===== src/rtl/fir_pkg.sv =====
`default_nettype none
// ============================================================================
// Module      : fir_pkg
// Description : Constants shared by the FIR filter and its downstream stages
//               so that sample width and pipeline-fill latency stay consistent.
// Revision    : 1.0 - initial release
// ============================================================================
package fir_pkg;

    // Sample width of the filter datapath
    localparam int FIR_N    = 16;

    // Filter fill latency: 3 delay taps plus the output register
    localparam int FIR_FILL = 4;

    // Bit width needed to index v distinct values, never less than 1
    function automatic int clog2_min1(input int v);
        return (v <= 1) ? 1 : $clog2(v);
    endfunction

endpackage
`default_nettype wire


===== src/rtl/sync_fifo.sv =====
`default_nettype none
// ============================================================================
// Module      : sync_fifo
// Description : Single-clock show-ahead FIFO. rdata presents the head entry
//               whenever the FIFO is non-empty and reads as zero when empty.
//               Occupancy is tracked explicitly; full/empty derive from it.
// Revision    : 1.0 - initial release
// ============================================================================
module sync_fifo #(
    parameter int N     = 16,
    parameter int DEPTH = 4
) (
    input  logic                     clk,
    input  logic                     reset,
    input  logic                     push,
    input  logic                     pop,
    input  logic [N-1:0]             wdata,
    output logic [N-1:0]             rdata,
    output logic [$clog2(DEPTH):0]   level,
    output logic                     full,
    output logic                     empty
);

    localparam int AW = $clog2(DEPTH);
    localparam int LW = AW + 1;
    localparam logic [LW-1:0] c_level_full = LW'(DEPTH);

    logic [N-1:0]  r_mem [DEPTH];
    logic [AW-1:0] r_wptr;
    logic [AW-1:0] r_rptr;
    logic [LW-1:0] r_level;

    logic w_push;
    logic w_pop;

    // A pop frees the slot on the same edge, so a full FIFO still accepts a push then
    assign w_pop  = pop && !empty;
    assign w_push = push && (!full || w_pop);

    assign full  = (r_level == c_level_full);
    assign empty = (r_level == '0);
    assign level = r_level;
    assign rdata = empty ? '0 : r_mem[r_rptr];

    // Storage is intentionally left unreset; only pointers define validity
    always_ff @(posedge clk) begin
        if (w_push) begin
            r_mem[r_wptr] <= wdata;
        end
    end

    // Pointers wrap naturally; occupancy moves by +1/-1/0
    always_ff @(posedge clk) begin
        if (reset) begin
            r_wptr  <= '0;
            r_rptr  <= '0;
            r_level <= '0;
        end else begin
            if (w_push) begin
                r_wptr <= r_wptr + AW'(1);
            end
            if (w_pop) begin
                r_rptr <= r_rptr + AW'(1);
            end
            case ({w_push, w_pop})
                2'b10:   r_level <= r_level + LW'(1);
                2'b01:   r_level <= r_level - LW'(1);
                default: r_level <= r_level;
            endcase
        end
    end

endmodule
`default_nettype wire


===== src/rtl/fir_output_decimator.sv =====
`default_nettype none
// ============================================================================
// Module      : fir_output_decimator
// Description : Discards the filter fill samples after reset, keeps every
//               D-th sample thereafter and buffers kept samples in a small
//               show-ahead FIFO drained over valid/ready. A kept sample that
//               finds the FIFO full is dropped and raises a sticky overflow.
// Revision    : 1.0 - initial release
// ============================================================================
module fir_output_decimator
    import fir_pkg::*;
#(
    parameter int N     = FIR_N,
    parameter int D     = 4,
    parameter int SKIP  = FIR_FILL,
    parameter int DEPTH = 4
) (
    input  logic                     clk,
    input  logic                     reset,
    input  logic [N-1:0]             data_in,
    output logic [N-1:0]             out_data,
    output logic                     out_valid,
    input  logic                     out_ready,
    output logic [$clog2(DEPTH):0]   level,
    output logic                     overflow,
    input  logic                     ovf_clear
);

    localparam int SKW = clog2_min1(SKIP + 1);
    localparam int PW  = clog2_min1(D);
    localparam logic [SKW-1:0] c_skip_max   = SKW'(SKIP);
    localparam logic [PW-1:0]  c_phase_last = PW'(D - 1);

    logic [SKW-1:0] r_skip_cnt;
    logic [PW-1:0]  r_phase;
    logic           r_overflow;

    logic w_active;
    logic w_capture;
    logic w_pop;
    logic w_push;
    logic w_drop;
    logic w_full;
    logic w_empty;

    // Skip counter reaching SKIP marks the first sample worth keeping
    assign w_active  = (r_skip_cnt == c_skip_max);
    assign w_capture = w_active && (r_phase == '0);
    assign w_pop     = out_valid && out_ready;
    assign w_push    = w_capture && (!w_full || w_pop);
    assign w_drop    = w_capture && w_full && !w_pop;

    assign out_valid = !w_empty;
    assign overflow  = r_overflow;

    // Count discarded fill samples, saturating at SKIP
    always_ff @(posedge clk) begin
        if (reset) begin
            r_skip_cnt <= '0;
        end else if (!w_active) begin
            r_skip_cnt <= r_skip_cnt + SKW'(1);
        end
    end

    // Decimation phase 0..D-1, starts running on the first kept edge
    always_ff @(posedge clk) begin
        if (reset) begin
            r_phase <= '0;
        end else if (w_active) begin
            r_phase <= (r_phase == c_phase_last) ? '0 : r_phase + PW'(1);
        end
    end

    // Sticky overflow; a drop on the same edge as a clear keeps it set
    always_ff @(posedge clk) begin
        if (reset) begin
            r_overflow <= 1'b0;
        end else if (w_drop) begin
            r_overflow <= 1'b1;
        end else if (ovf_clear) begin
            r_overflow <= 1'b0;
        end
    end

    sync_fifo #(
        .N     (N),
        .DEPTH (DEPTH)
    ) u_fifo (
        .clk   (clk),
        .reset (reset),
        .push  (w_push),
        .pop   (w_pop),
        .wdata (data_in),
        .rdata (out_data),
        .level (level),
        .full  (w_full),
        .empty (w_empty)
    );

endmodule
`default_nettype wire

===== config.mk =====
export PLATFORM = sky130hd
export DESIGN_NAME = fir_output_decimator
export DESIGN_NICKNAME = d
export VERILOG_FILES = /design/src/rtl/fir_pkg.sv /design/src/rtl/sync_fifo.sv /design/src/rtl/fir_output_decimator.sv
export SDC_FILE = /design/constraint.sdc
export NUM_CORES = 1
export LEC_CHECK = 0
export ABC_CLOCK_PERIOD_IN_PS = 3000
export CORE_MARGIN = 5
export CORE_UTILIZATION = 55
export DETAILED_ROUTE_END_ITERATION = 7
export PLACE_DENSITY = 0.79
export SLEW_MARGIN = 20
export SYNTH_ARGS = -nofsm -noshare
export SYNTH_HDL_FRONTEND = slang
export SYNTH_HIERARCHICAL = 1
export SYNTH_SLANG_ARGS = --single-unit

===== constraint.sdc =====
create_clock -name clk -period 3 [get_ports clk]
set_input_delay 0.6 -clock clk [delete_from_list [all_inputs] [get_ports clk]]
set_output_delay 0.6 -clock clk [all_outputs]
set_load 0.02 [all_outputs]

Yosys cells after proc, flatten, opt, wreduce, memory -nomap -nowiden

Memories as Yosys holds them, arrays and structs flattened. A register that Yosys moved wholly into a read port is not among the register bits.
Cells that the tools add are included.
W data, S select, Z words.

Register bits: 13
RAM bits: 64
Bits of input ports: 20
Output and inout bits: 21
Logic and storage cells: 43
Memories kept: 1

Add/sub/neg operators: 6
Equal/unequal tests: 5
Multiplexer cells: 9
Reduce and logical (&&, ||, !) cells: 16

Memories:

| name         | depth | bits a word | read ports | clocked after memory_dff | write ports | line            | text |
|---|---|---|---|---|---|---|---|
| u_fifo.r_mem | 4     | 16          | 1          | 1                        | 1           | sync_fifo.sv:28 | `logic [N-1:0] r_mem [DEPTH];` |

Operators by type and width:

| cell                  | number |
|---|---|
| $mux W16              | 1 |
| $logic_and A1 B1 Y1   | 7 |
| $add A2 B1 Y2 const B | 3 |
| $add A3 B1 Y3 const B | 2 |
| $eq A3 B3 Y1 const B  | 2 |
| $mux W2               | 3 |
| $pmux W3 S2           | 1 |
| $eq A2 B2 Y1 const B  | 2 |
| $mux W1               | 4 |
| $reduce_bool A2 Y1    | 2 |
| $logic_not A1 Y1      | 3 |
| $logic_not A3 Y1      | 1 |
| $sub A3 B1 Y3 const B | 1 |
| $eq A2 B1 Y1 const B  | 1 |
| $logic_not A2 Y1      | 1 |
| $logic_or A1 B1 Y1    | 2 |

Depth between registers and ports, before layout

Gate-level depths: netlist of the first run.

Depth in word-level cells: 8
Mapped depth: 13
Mapped depth without buffers: 12

By module

The synthesis of the first run kept the hierarchy.

Modules (own cells, without submodules):

| module               | times used | cells an instance | area an instance (um^2) | sequential area each (um^2) |
|---|---|---|---|---|
| sync_fifo            | 1          | 156               | 2964.1                  | 2102.0 |
| fir_output_decimator | 1          | 39                | 349.1                   | 120.1 |

Worst setup path before layout of the first run

No wires, ideal clock.

Kind: flip-flop to flip-flop
Start point: register u_fifo.r_level[1], in the netlist u_fifo/level[1]
End point: register u_fifo.r_level[2], in the netlist u_fifo/level[2]
Setup time: 0.070 ns
Arrival time: 2.553 ns
Data required time: 2.930 ns
Slack: 0.377 ns
Stages on the path, launching flop included: 13
Buffers on the path: 1
Period minus slack after synthesis: 2.623 ns
Cell sequence: dfxtp_1 -> nor3_1 -> buf_2 -> nand2b_1 -> a21oi_1 -> a21boi_2 -> inv_1 -> ha_1 -> inv_1 -> fa_1 -> xor2_1 -> or3_1 -> a21oi_1

Word-level cells in the longest chain between the ends: 8
Elaborated cells on any way between the ends: 16
Classes of those cells: add/sub: 2; eq/ne: 3; mux: 1; reduce/logical: 10

Ends and longest elaborated chain:

| element                                           | line                       | text |
|---|---|---|
| start, declared                                   | sync_fifo.sv:31            | `logic [LW-1:0] r_level;` |
| start signal, assigned                            | sync_fifo.sv:66            | `2'b10: r_level <= r_level + LW'(1);` |
| start signal, assigned                            | sync_fifo.sv:67            | `2'b01: r_level <= r_level - LW'(1);` |
| start signal, assigned                            | sync_fifo.sv:68            | `default: r_level <= r_level;` |
| $logic_not A3 Y1 (*)                              | sync_fifo.sv:41            | `assign empty = (r_level == '0);` |
| net w_empty                                       | fir_output_decimator.sv:44 | `logic w_empty;` |
| $logic_not A1 Y1 (*)                              | fir_output_decimator.sv:53 | `assign out_valid = !w_empty;` |
| $logic_and A1 B1 Y1 (*)                           | fir_output_decimator.sv:49 | `assign w_pop = out_valid && out_ready;` |
| $logic_or A1 B1 Y1 (*)                            | fir_output_decimator.sv:50 | `assign w_push = w_capture && (!w_full \|\| w_pop);` |
| $logic_and A1 B1 Y1 (*)                           | fir_output_decimator.sv:50 |  |
| net w_push                                        | fir_output_decimator.sv:41 | `logic w_push;` |
| $logic_and A1 B1 Y1 (*)                           | sync_fifo.sv:38            | `assign w_push = push && (!full \|\| w_pop);` |
| $eq A2 B1 Y1 or $eq A2 B2 Y1 (tied branches)      | sync_fifo.sv:65            | `case ({w_push, w_pop})` |
| $pmux W3 S2 or $reduce_bool A2 Y1 (tied branches) | --                         |  |

The timed path passes the listed nets; every way through them passes the cells marked *.
A chain may end at the register's enable or synchronous reset.

==> flow_metrics.env, run 1 <==
export IMPL_area_growth_syn_to_layout_pct=22.17
export IMPL_drt_wirelength_per_cell_um=17.07
export IMPL_cts_made_buffers=9
export IMPL_die_h_um=87.62
export IMPL_dieArea_mm2=0.007676
export IMPL_synth_area_leaders="edfxtp_1 (58%), dfxtp_1 (9.1%), mux4_2 (6.8%), mux4_1 (4.8%), ha_1 (3.4%)"
export IMPL_clock_path_buffers=2
export IMPL_yosysSeqAreaShare_pct=67.07
export IMPL_vias=1747
export IMPL_synth_area_mm2=0.003313
export IMPL_drv_slew=0
export IMPL_fin_util_pct=68.77
export IMPL_io_pins=41
export IMPL_grt_setup_unrepaired="false"
export IMPL_clock_fmax_ghz=0.3565
export IMPL_cts_tree="done"
export IMPL_cap_violations=0
export IMPL_slew_headroom_pct=73.92
export IMPL_syn_inst=195
export IMPL_path_class="flip-flop to primary output"
export IMPL_critPathRequiredTime_ns=2.40
export IMPL_ant_nets=0
export IMPL_syn_num_nets=225
export IMPL_dpl_hpwl_um=3641
export IMPL_setup_viol=0
export IMPL_die_width_um=87.62
export IMPL_holdPathStages=2
export IMPL_synth_top_area_share_pct=58.01
export IMPL_finalCriticalPeriod_ns=2.805
export IMPL_cts_root_buffer="clkbuf_8"
export IMPL_worstHoldPathType="flip-flop to flip-flop"
export IMPL_ys_warn_count=6
export IMPL_grt_pass1_vias=1806
export IMPL_synth_distinct_cells=36
export IMPL_start_util_pct=56.29
export IMPL_clk_latency_ns=0.34
export IMPL_rows=28
export IMPL_crit_fanout=16
export IMPL_timing_worst_slew_pin_value_ns=0.3906
export IMPL_power_leakage_nw=1.353
export IMPL_htreeDepth=3
export IMPL_cts_hold_buffers=0
export IMPL_fin_tns_setup_ns=0
export IMPL_clkTransAtPathRegs_ns=0.08
export IMPL_worstSetupEndpointType="primary output"
export IMPL_n_antenna_cell=0
export IMPL_status="finished clean"
export IMPL_drc=0
export IMPL_ys_seq_elements=79
export IMPL_synth_top_area_cell="edfxtp_1"
export IMPL_fin_nets=276
export IMPL_synth_area_per_cell_um2=16.99
export IMPL_grt_usage_pct=15.89
export IMPL_grt_pass1_wl_um=8907
export IMPL_worstPathArrival_ns=2.20
export IMPL_grt_ovfl_total=0
export IMPL_startpoint_type="flip-flop"
export IMPL_hold_viol=0
export IMPL_drive_gt1_share_pct=17.53
export IMPL_wirelength_um=5565
export IMPL_portBuffers=40
export IMPL_cts_sinks=79
export IMPL_fin_worst_skew_ns=0.009594
export IMPL_first_pass_iters=4
export IMPL_antenna_found_initial=0
export IMPL_fin_crit_sh_pct=93.49
export IMPL_gp_congestion=0.7409
export IMPL_drtIter0Drc=149
export IMPL_ir_worst_vdd_mv=0.3666
export IMPL_grt_max_degree=23
export IMPL_p_per_area_mw_per_mm2=543.4
export IMPL_reg2reg_depth=12
export IMPL_vias_per_cell=5.359
export IMPL_fp_coreArea_mm2=0.005886
==> metrics by stage <==
step | hold slack [ns] | cells | power (mW) | cell area (um2) | worst slack, ns
after floorplan | 0.4541 | 195 | 1.304 | 3313 | 0.3769
after global placement | 0.4731 | 310 | 1.366 | 3822 | 0.3659
after detailed placement | 0.4792 | 310 | 1.373 | 3822 | 0.2661
after CTS | 0.4944 | 326 | 2.223 | 4044 | 0.09387
after global routing | 0.5261 | 326 | 2.287 | 4048 | 0.06310
final | 0.4897 | 326 | 2.200 | 4048 | 0.1952
==> critical path, cell delays in order, from the launching register on <==
cell	delay (ns)
dfxtp_1	0.34
buf_6	0.24
mux4_1	0.60
nor2b_1	0.15
clkdlybuf4s50_1	0.54
==> synth_stat cells <==
cell type  number
edfxtp_1       64
dfxtp_1        15
inv_1          13
nor2b_1        13
a21oi_1        10
mux4_2         10
ha_1            9
nor2_1          7
mux4_1          6
and2_1          4
buf_2           4
nand3_1         4
a21bo_2         3
nand2b_1        3
nor2b_4         3
o21ai_0         3
or3_1           3
nor3_1          2
xor2_1          2
a21boi_2        1
a21o_1          1
a31o_1          1
and3b_1         1
and4b_1         1
buf_12          1
buf_4           1
buf_6           1
clkbuf_1        1
clkbuf_4        1
fa_1            1
mux2_2          1
mux2i_1         1
nand2_1         1
nand4bb_1       1
nor3b_1         1
nor3b_2         1
==> repair_timing <==
item                                    in CTS  in global routing
endpoints found under the setup margin       0                  1
gates resized for setup                      0                  1
setup buffers                                0                  0
==> final timing paths <==
| kind | start | to | slack, ns |
|---|---|---|---|
| max reg2reg | r_skip_cnt[0]$_SDFFE_PP0P_ | u_fifo/level[2]$_SDFFE_PP0P_ | 0.55 |
| min reg2reg | r_skip_cnt[1]$_SDFFE_PP0P_ | r_skip_cnt[1]$_SDFFE_PP0P_ | 0.49 |
| max | flip-flop | out_data[3] | 0.20 |
| min | r_skip_cnt[1]$_SDFFE_PP0P_ | r_skip_cnt[1]$_SDFFE_PP0P_ | 0.49 |
==> layout make-up <==
type	instances	area, um2
sequential	79	2222
fill	402	1838
multi-input combinational	94	977.2
timing repair buffer	49	484.2
clock buffer	10	127.6
clock inverter	6	93.84
tap	75	93.84
inverter	13	48.80
==> kinds of logic (layout without fill, tap and decap cells) <==
logic type                 after synthesis  in the layout  synth area share, %
buffers and inverters                   22             78                3.588
AOI/OAI and AO/OA                       19             19                3.701
DFF                                     79             79                67.07
and+or+nand+nor                         45             45                8.913
adders and majority gates               10             10                4.003
muxes                                   18             18                12.20
xor gates and xnor gates                 2              2               0.5288
==> layer usage <==
metal / vias to the layer above / wire length, um / GRT usage (%) / part of all wire [%]
li1: 834 / - / - / -
met2: 46 / 2800 / 25.14 / 50
met4: 0 / 91 / 7.671 / 1.6
met3: 10 / 296 / 4.233 / 5.3
met5: - / 0 / 0 / 0
met1: 857 / 2377 / 20.51 / 43
==> power breakdown <==
group / leakage [nW] / total [mW] / switching, mW / internal [mW]
clock network: 0.107 / 0.854 / 0.379 / 0.475
registers: 0.697 / 1.21 / 0.0109 / 1.20
logic: 0.549 / 0.138 / 0.0673 / 0.0708
==> placed cells by master, fill, tap and decap left out, types with 9 or more instances in the layout <==
cell type        instances
a21oi_1                 10
inv_1                   13
nor2b_1                 13
edfxtp_1                64
ha_1                     9
dfxtp_1                 15
clkdlybuf4s50_1         40
mux4_2                  10
clkbuf_8                 9
==> state kept, by name (all words and copies together), names as in the netlist, named ones only <==
name	flops
u_fifo/level	3
r_skip_cnt	3
u_fifo/r_mem	64
u_fifo/r_rptr	2
r_phase	2
u_fifo/r_wptr	2
overflow	1
(Power assumes the default switching activity.)
==> inputs of run 2 (changes only) <==
--- a/config.mk
+++ b/config.mk
@@ -8,10 +8,11 @@
 export ABC_CLOCK_PERIOD_IN_PS = 3000
 export CORE_MARGIN = 5
 export CORE_UTILIZATION = 55
+export CTS_CLUSTER_SIZE = 20
 export DETAILED_ROUTE_END_ITERATION = 7
+export GPL_TIMING_DRIVEN = 1
 export PLACE_DENSITY = 0.79
 export SLEW_MARGIN = 20
 export SYNTH_ARGS = -nofsm -noshare
 export SYNTH_HDL_FRONTEND = slang
-export SYNTH_HIERARCHICAL = 1
 export SYNTH_SLANG_ARGS = --single-unit
==> flow_metrics.env, run 2 <==
export IMPL_antenna_found_initial=0
export IMPL_cts_made_buffers=9
export IMPL_synth_area_per_cell_um2=17.32
export IMPL_post_cts_buffers=0
export IMPL_drtIter0Drc=96
export IMPL_synth_top_area_share_pct=59.01
export IMPL_total_power_mw=2.456
export IMPL_cts_tree="done"
export IMPL_synth_distinct_cells=33
export IMPL_cts_root_buffer="clkbuf_8"
export IMPL_vias_per_cell=5.334
export IMPL_preCtsSetupSlack_ns=0.1135
export IMPL_area_growth_syn_to_layout_pct=22.51
export IMPL_n_antenna_cell=0
export IMPL_setup_viol=0
export IMPL_synth_edff_count=64
export IMPL_fin_worst_skew_ns=0.008783
export IMPL_cts_hold_buffers=0
export IMPL_netlist_top_cells_count="edfxtp_1 (64), mux4_2 (16), dfxtp_1 (15)"
export IMPL_async_reset_ff_share_pct=0
export IMPL_critPathRequiredTime_ns=2.40
export IMPL_fin_nets=270
export IMPL_grt_setup_unrepaired="false"
export IMPL_n_fill_cell=380
export IMPL_synth_area_leaders="edfxtp_1 (59%), mux4_2 (11%), dfxtp_1 (9.2%), ha_1 (3.5%), and2b_1 (1.4%)"
export IMPL_pwr_share_comb_pct=13.0
export IMPL_vias=1707
export IMPL_yosysSeqAreaShare_pct=68.23
export IMPL_synth_area_mm2=0.003257
export IMPL_startpoint_type="flip-flop"
export IMPL_syn_inst=188
export IMPL_timing_worst_slew_pin_value_ns=0.5453
export IMPL_p_seq_share_pct=49.9
export IMPL_synthFlopType="edfxtp_1"
export IMPL_start_util_pct=55.67
export IMPL_cp_slowest_stage_delay_ns=0.55
export IMPL_wirelength_um=5412
export IMPL_synth_most_common_cell="edfxtp_1"
export IMPL_dpl_hpwl_um=3643
export IMPL_fin_crit_sh_pct=93.58
export IMPL_die_width_um=86.95
export IMPL_ant_nets=0
export IMPL_first_pass_iters=4
export IMPL_rows=28
export IMPL_largest_reg_flops=64
export IMPL_clkTransAtPathRegs_ns=0.07
export IMPL_drive_gt1_share_pct=17.96
export IMPL_final_common_cell="edfxtp_1"
export IMPL_p_per_area_mw_per_mm2=615.5
export IMPL_finalCriticalPeriod_ns=2.807
export IMPL_fp_coreArea_mm2=0.005851
export IMPL_grt_max_degree=20
export IMPL_dieArea_mm2=0.007560
export IMPL_power_internal_mw=1.941
export IMPL_final_cell_mix="edfxtp_1 (64), clkdlybuf4s50_1 (40), mux4_2 (16), dfxtp_1 (15)"
export IMPL_syn_num_nets=218
export IMPL_slew_headroom_pct=63.53
export IMPL_grt_pass1_wl_um=9142
export IMPL_drc=0
export IMPL_clock_fmax_ghz=0.3562
export IMPL_path_cells="buf_4 -> mux4_2 -> and2b_1 -> clkdlybuf4s50_1"
export IMPL_post_cts_resized=0
export IMPL_io_pins=41
export IMPL_gp_congestion=0.7500
export IMPL_status="finished clean"
export IMPL_crit_fanout=16
export IMPL_worstPathArrival_ns=2.21
export IMPL_grt_usage_pct=16.57
export IMPL_slowest_stage="clkdlybuf4s50_1"
export IMPL_die_h_um=86.95
export IMPL_fin_cells=320
export IMPL_max_flop_register="u_fifo.r_mem"
export IMPL_cap_violations=0
export IMPL_synth_top_area_cell="edfxtp_1"
export IMPL_ys_seq_elements=79
export IMPL_path_class="flip-flop to primary output"
export IMPL_ys_warn_count=0
export IMPL_fin_ws_ns=0.1926
export IMPL_postPlaceCellArea_mm2=0.003751
export IMPL_hold_viol=0
export IMPL_drt_wirelength_per_cell_um=16.91
export IMPL_placedCellCount=304
export IMPL_fin_tns_setup_ns=0
export IMPL_grt_ovfl_total=0
export IMPL_worstHoldPathType="flip-flop to flip-flop"
export IMPL_swShare_pct=20.94
export IMPL_grt_pass1_vias=1853
export IMPL_htreeDepth=3
export IMPL_power_leakage_nw=1.347
export IMPL_fin_area_mm2=0.003990
export IMPL_clock_path_buffers=2
export IMPL_portBuffers=40
export IMPL_drv_slew=0
export IMPL_cts_sinks=79
export IMPL_switching_power_uw=514.3
export IMPL_clk_latency_ns=0.33
export IMPL_ir_worst_vdd_mv=0.3404
export IMPL_worstSetupEndpointType="primary output"
export IMPL_p_clk_share_pct=37.1
run 2: changes by cell type in the layout (fill, tap and decap cells not counted), sizes merged, moves of 3 or more:
cell,before,now
a21bo,3,0
a21oi,10,6
and2b,0,6
nand2,1,5
nor2,7,12
nor2b,16,10
run 2: critical path, delay by kind of cell, from the launching register on:
family	cells	cell delay [ns]
flip-flops	1	0.31
buffers and inverters	2	0.85
AND/OR/NAND/NOR	1	0.17
multiplexers	1	0.54
run 2: layout make-up:
type,instances,area [um2],area share (%)
Timing Repair Buffer,47,452.9,11.35
Tap cell,75,93.84,2.352
Inverter,12,45.04,1.129
Multi-Input combinational cell,91,937.1,23.49
Sequential cell,79,2222,55.69
Clock inverter,4,93.84,2.352
Clock buffer,12,145.1,3.637
run 2: path summary, 6_finish.rpt:
kind / startpoint / to / slack, ns / cells past startpoint
max: flip-flop / out_data[6] / 0.19 / 4
min: overflow$_SDFFE_PP0P_ / overflow$_SDFFE_PP0P_ / 0.49 / 2
max reg2reg: r_skip_cnt[0]$_SDFFE_PP0P_ / u_fifo.level[2]$_SDFFE_PP0P_ / 0.68 / 11
min reg2reg: overflow$_SDFFE_PP0P_ / overflow$_SDFFE_PP0P_ / 0.49 / 2
run 2: per-stage QoR:
step,util (%),hold slack (ns)
floorplan,-,0.4530
global placement,64.11,0.4635
detailed placement,64.11,0.4719
CTS,68.20,0.4867
global route,68.20,0.5251
finish,68.20,0.4909
run 2: logic make-up (layout without fill, tap and decap cells):
logic type | after synthesis | count (layout) | share of synthesized area (%)
mux | 19 | 19 | 12.14
compound gates | 9 | 9 | 1.460
fa+ha+maj | 10 | 10 | 4.072
simple gates | 49 | 49 | 10.03
buf+inv | 18 | 75 | 2.996
xor+xnor | 4 | 4 | 1.076
flops | 79 | 79 | 68.23
run 2: power groups by stage:
stage | clock, mW | sequential [mW] | combinational, mW
6_report | 0.911 | 1.22 | 0.320
5_1_grt | 0.991 | 1.23 | 0.349
4_1_cts | 0.928 | 1.22 | 0.326
3_5_place_dp | 0 | 1.25 | 0.324
3_3_place_gp | 0 | 1.25 | 0.318
2_1_floorplan | 0 | 1.25 | 0.198
run 2: layer usage:
| metal | vias to the layer above | routed length, um | GRT usage (%) | part of all wire [%] |
|---|---|---|---|---|
| met2 | 47 | 2892 | 28.78 | 53 |
| met1 | 852 | 2191 | 19.03 | 40 |
| met4 | 0 | 102 | 7.649 | 1.9 |
| li1 | 798 | - | - | - |
| met3 | 10 | 226 | 4.447 | 4.2 |
| met5 | - | 0 | 0 | 0 |
==> inputs of run 3 (changes only) <==
--- a/config.mk
+++ b/config.mk
@@ -5,7 +5,7 @@
 export SDC_FILE = /design/constraint.sdc
 export NUM_CORES = 1
 export LEC_CHECK = 0
-export ABC_CLOCK_PERIOD_IN_PS = 3000
+export ABC_CLOCK_PERIOD_IN_PS = 2800
 export CORE_MARGIN = 5
 export CORE_UTILIZATION = 55
 export CTS_CLUSTER_SIZE = 20
==> constraint.sdc (replaced) <==
create_clock -name clk -period 2.8 [get_ports clk]
set_input_delay 0.56 -clock clk [delete_from_list [all_inputs] [get_ports clk]]
set_output_delay 0.56 -clock clk [all_outputs]
set_load 0.02 [all_outputs]
==> flow_metrics.env, run 3 (synthesis results as in run 2) <==
export IMPL_status="finished clean"
export IMPL_drt_wirelength_per_cell_um=15.99
export IMPL_grt_max_degree=20
export IMPL_vias=1674
export IMPL_first_pass_iters=4
export IMPL_holdWs_ns=0.4831
export IMPL_gp_congestion=0.7804
export IMPL_portBuffers=40
export IMPL_cts_hold_buffers=0
export IMPL_slew_headroom_pct=76.41
export IMPL_post_cts_buffers=0
export IMPL_grt_ovfl_total=0
export IMPL_die_width_um=86.95
export IMPL_clock_path_buffers=2
export IMPL_clock_fmax_ghz=0.3742
export IMPL_post_cts_resized=0
export IMPL_cts_root_buffer="clkbuf_8"
export IMPL_setup_viol=0
export IMPL_cap_violations=0
export IMPL_hold_start="r_phase[1]$_SDFFE_PP0N_"
export IMPL_worstPathArrival_ns=2.11
export IMPL_hold_viol=0
export IMPL_cts_made_buffers=9
export IMPL_grt_pass1_wl_um=8528
export IMPL_ant_nets=0
export IMPL_slowest_stage="clkdlybuf4s50_1"
export IMPL_met1_length_um=2018
export IMPL_startpoint_type="flip-flop"
export IMPL_worstSetupEndpointType="primary output"
export IMPL_largest_reg_flops=64
export IMPL_path_cells="buf_12 -> mux4_2 -> and2b_1 -> clkdlybuf4s50_1"
export IMPL_grt_pass1_vias=1785
export IMPL_drtIter0Drc=33
export IMPL_fin_tns_setup_ns=0
export IMPL_n_fill_cell=389
export IMPL_fp_coreArea_mm2=0.005851
export IMPL_start_util_pct=55.67
export IMPL_grt_usage_pct=15.20
export IMPL_p_per_area_mw_per_mm2=626.3
export IMPL_multi_input_area_um2=937.1
export IMPL_finalCriticalPeriod_ns=2.673
export IMPL_power_leakage_nw=1.358
export IMPL_dpl_hpwl_um=3653
export IMPL_timing_worst_slew_pin_value_ns=0.3508
export IMPL_cp_slowest_stage_delay_ns=0.54
export IMPL_wl_met2_um=2893
export IMPL_vias_per_cell=5.167
export IMPL_rows=28
export IMPL_htreeDepth=3
export IMPL_io_pins=41
export IMPL_total_power_mw=2.511
export IMPL_reg2reg_from="r_skip_cnt[0]$_SDFFE_PP0P_"
export IMPL_drv_slew=0
export IMPL_fin_nets=274
export IMPL_postPlaceCellArea_mm2=0.003806
export IMPL_ir_worst_vdd_mv=0.3646
export IMPL_worstHoldPathType="flip-flop to flip-flop"
export IMPL_dr_wl_met3_um=221
export IMPL_cts_sinks=79
export IMPL_antenna_found_initial=0
export IMPL_area_growth_syn_to_layout_pct=23.13
export IMPL_critPathRequiredTime_ns=2.24
export IMPL_clk_latency_ns=0.33
export IMPL_grt_setup_unrepaired="false"
export IMPL_cts_tree="done"
export IMPL_fin_worst_skew_ns=0.008011
export IMPL_fin_crit_sh_pct=95.45
export IMPL_fin_util_pct=68.54
export IMPL_regArea_mm2=0.002222
export IMPL_n_antenna_cell=0
export IMPL_final_cell_mix="edfxtp_1 (64), clkdlybuf4s50_1 (40), mux4_2 (16), dfxtp_1 (15)"
export IMPL_highest_layer="met4"
export IMPL_drc=0
export IMPL_clkTransAtPathRegs_ns=0.07
export IMPL_drive_gt1_share_pct=18.88
export IMPL_final_common_cell="edfxtp_1"
export IMPL_max_flop_register="u_fifo.r_mem"
export IMPL_crit_fanout=16
export IMPL_fin_area_mm2=0.004010
export IMPL_path_class="flip-flop to primary output"
export IMPL_dieArea_mm2=0.007560
export IMPL_die_h_um=86.95
export IMPL_wirelength_um=5180
## run 3: worst paths after layout
kind / to / slack [ns] / cells past startpoint
hold / removal: r_phase[1]$_SDFFE_PP0N_ / 0.48 / 2
hold reg to reg: r_phase[1]$_SDFFE_PP0N_ / 0.48 / 2
setup / recovery: out_data[5] / 0.13 / 4
setup reg to reg: u_fifo.level[2]$_SDFFE_PP0P_ / 0.53 / 11
## run 3: metrics by stage
step                      cells  worst slack (ns)
after floorplan             188            0.5948
after global placement      308           0.08819
after detailed placement    308         -0.006172
after CTS                   324           0.09262
after global routing        324           0.01419
final                       324            0.1274
## run 3: worst max-delay path: cells and delay by family, from the launching register on
kind,cells,cell delay [ns]
buffers and inverters,2,0.73
flip-flops,1,0.36
multiplexers,1,0.52
AND/OR/NAND/NOR,1,0.17
## run 3: area by class of cell
class / count / area share [%]
sequential: 79 / 55.41
multi-input combinational: 91 / 23.37
timing repair buffer: 51 / 12.67
clock buffer: 11 / 3.276
tap: 75 / 2.340
clock inverter: 5 / 1.810
inverter: 12 / 1.123
## run 3: where the power goes
| part | internal, mW | total, mW | switching (mW) |
|---|---|---|---|
| logic | 0.182 | 0.348 | 0.166 |
| registers | 1.29 | 1.31 | 0.0209 |
| clock network | 0.495 | 0.850 | 0.355 |
## run 3: metal layers
layer	vias to the layer above	track usage, %
met4	0	5.524
met5	-	0
met3	8	4.541
li1	806	-
met2	44	26.85
met1	816	17.40
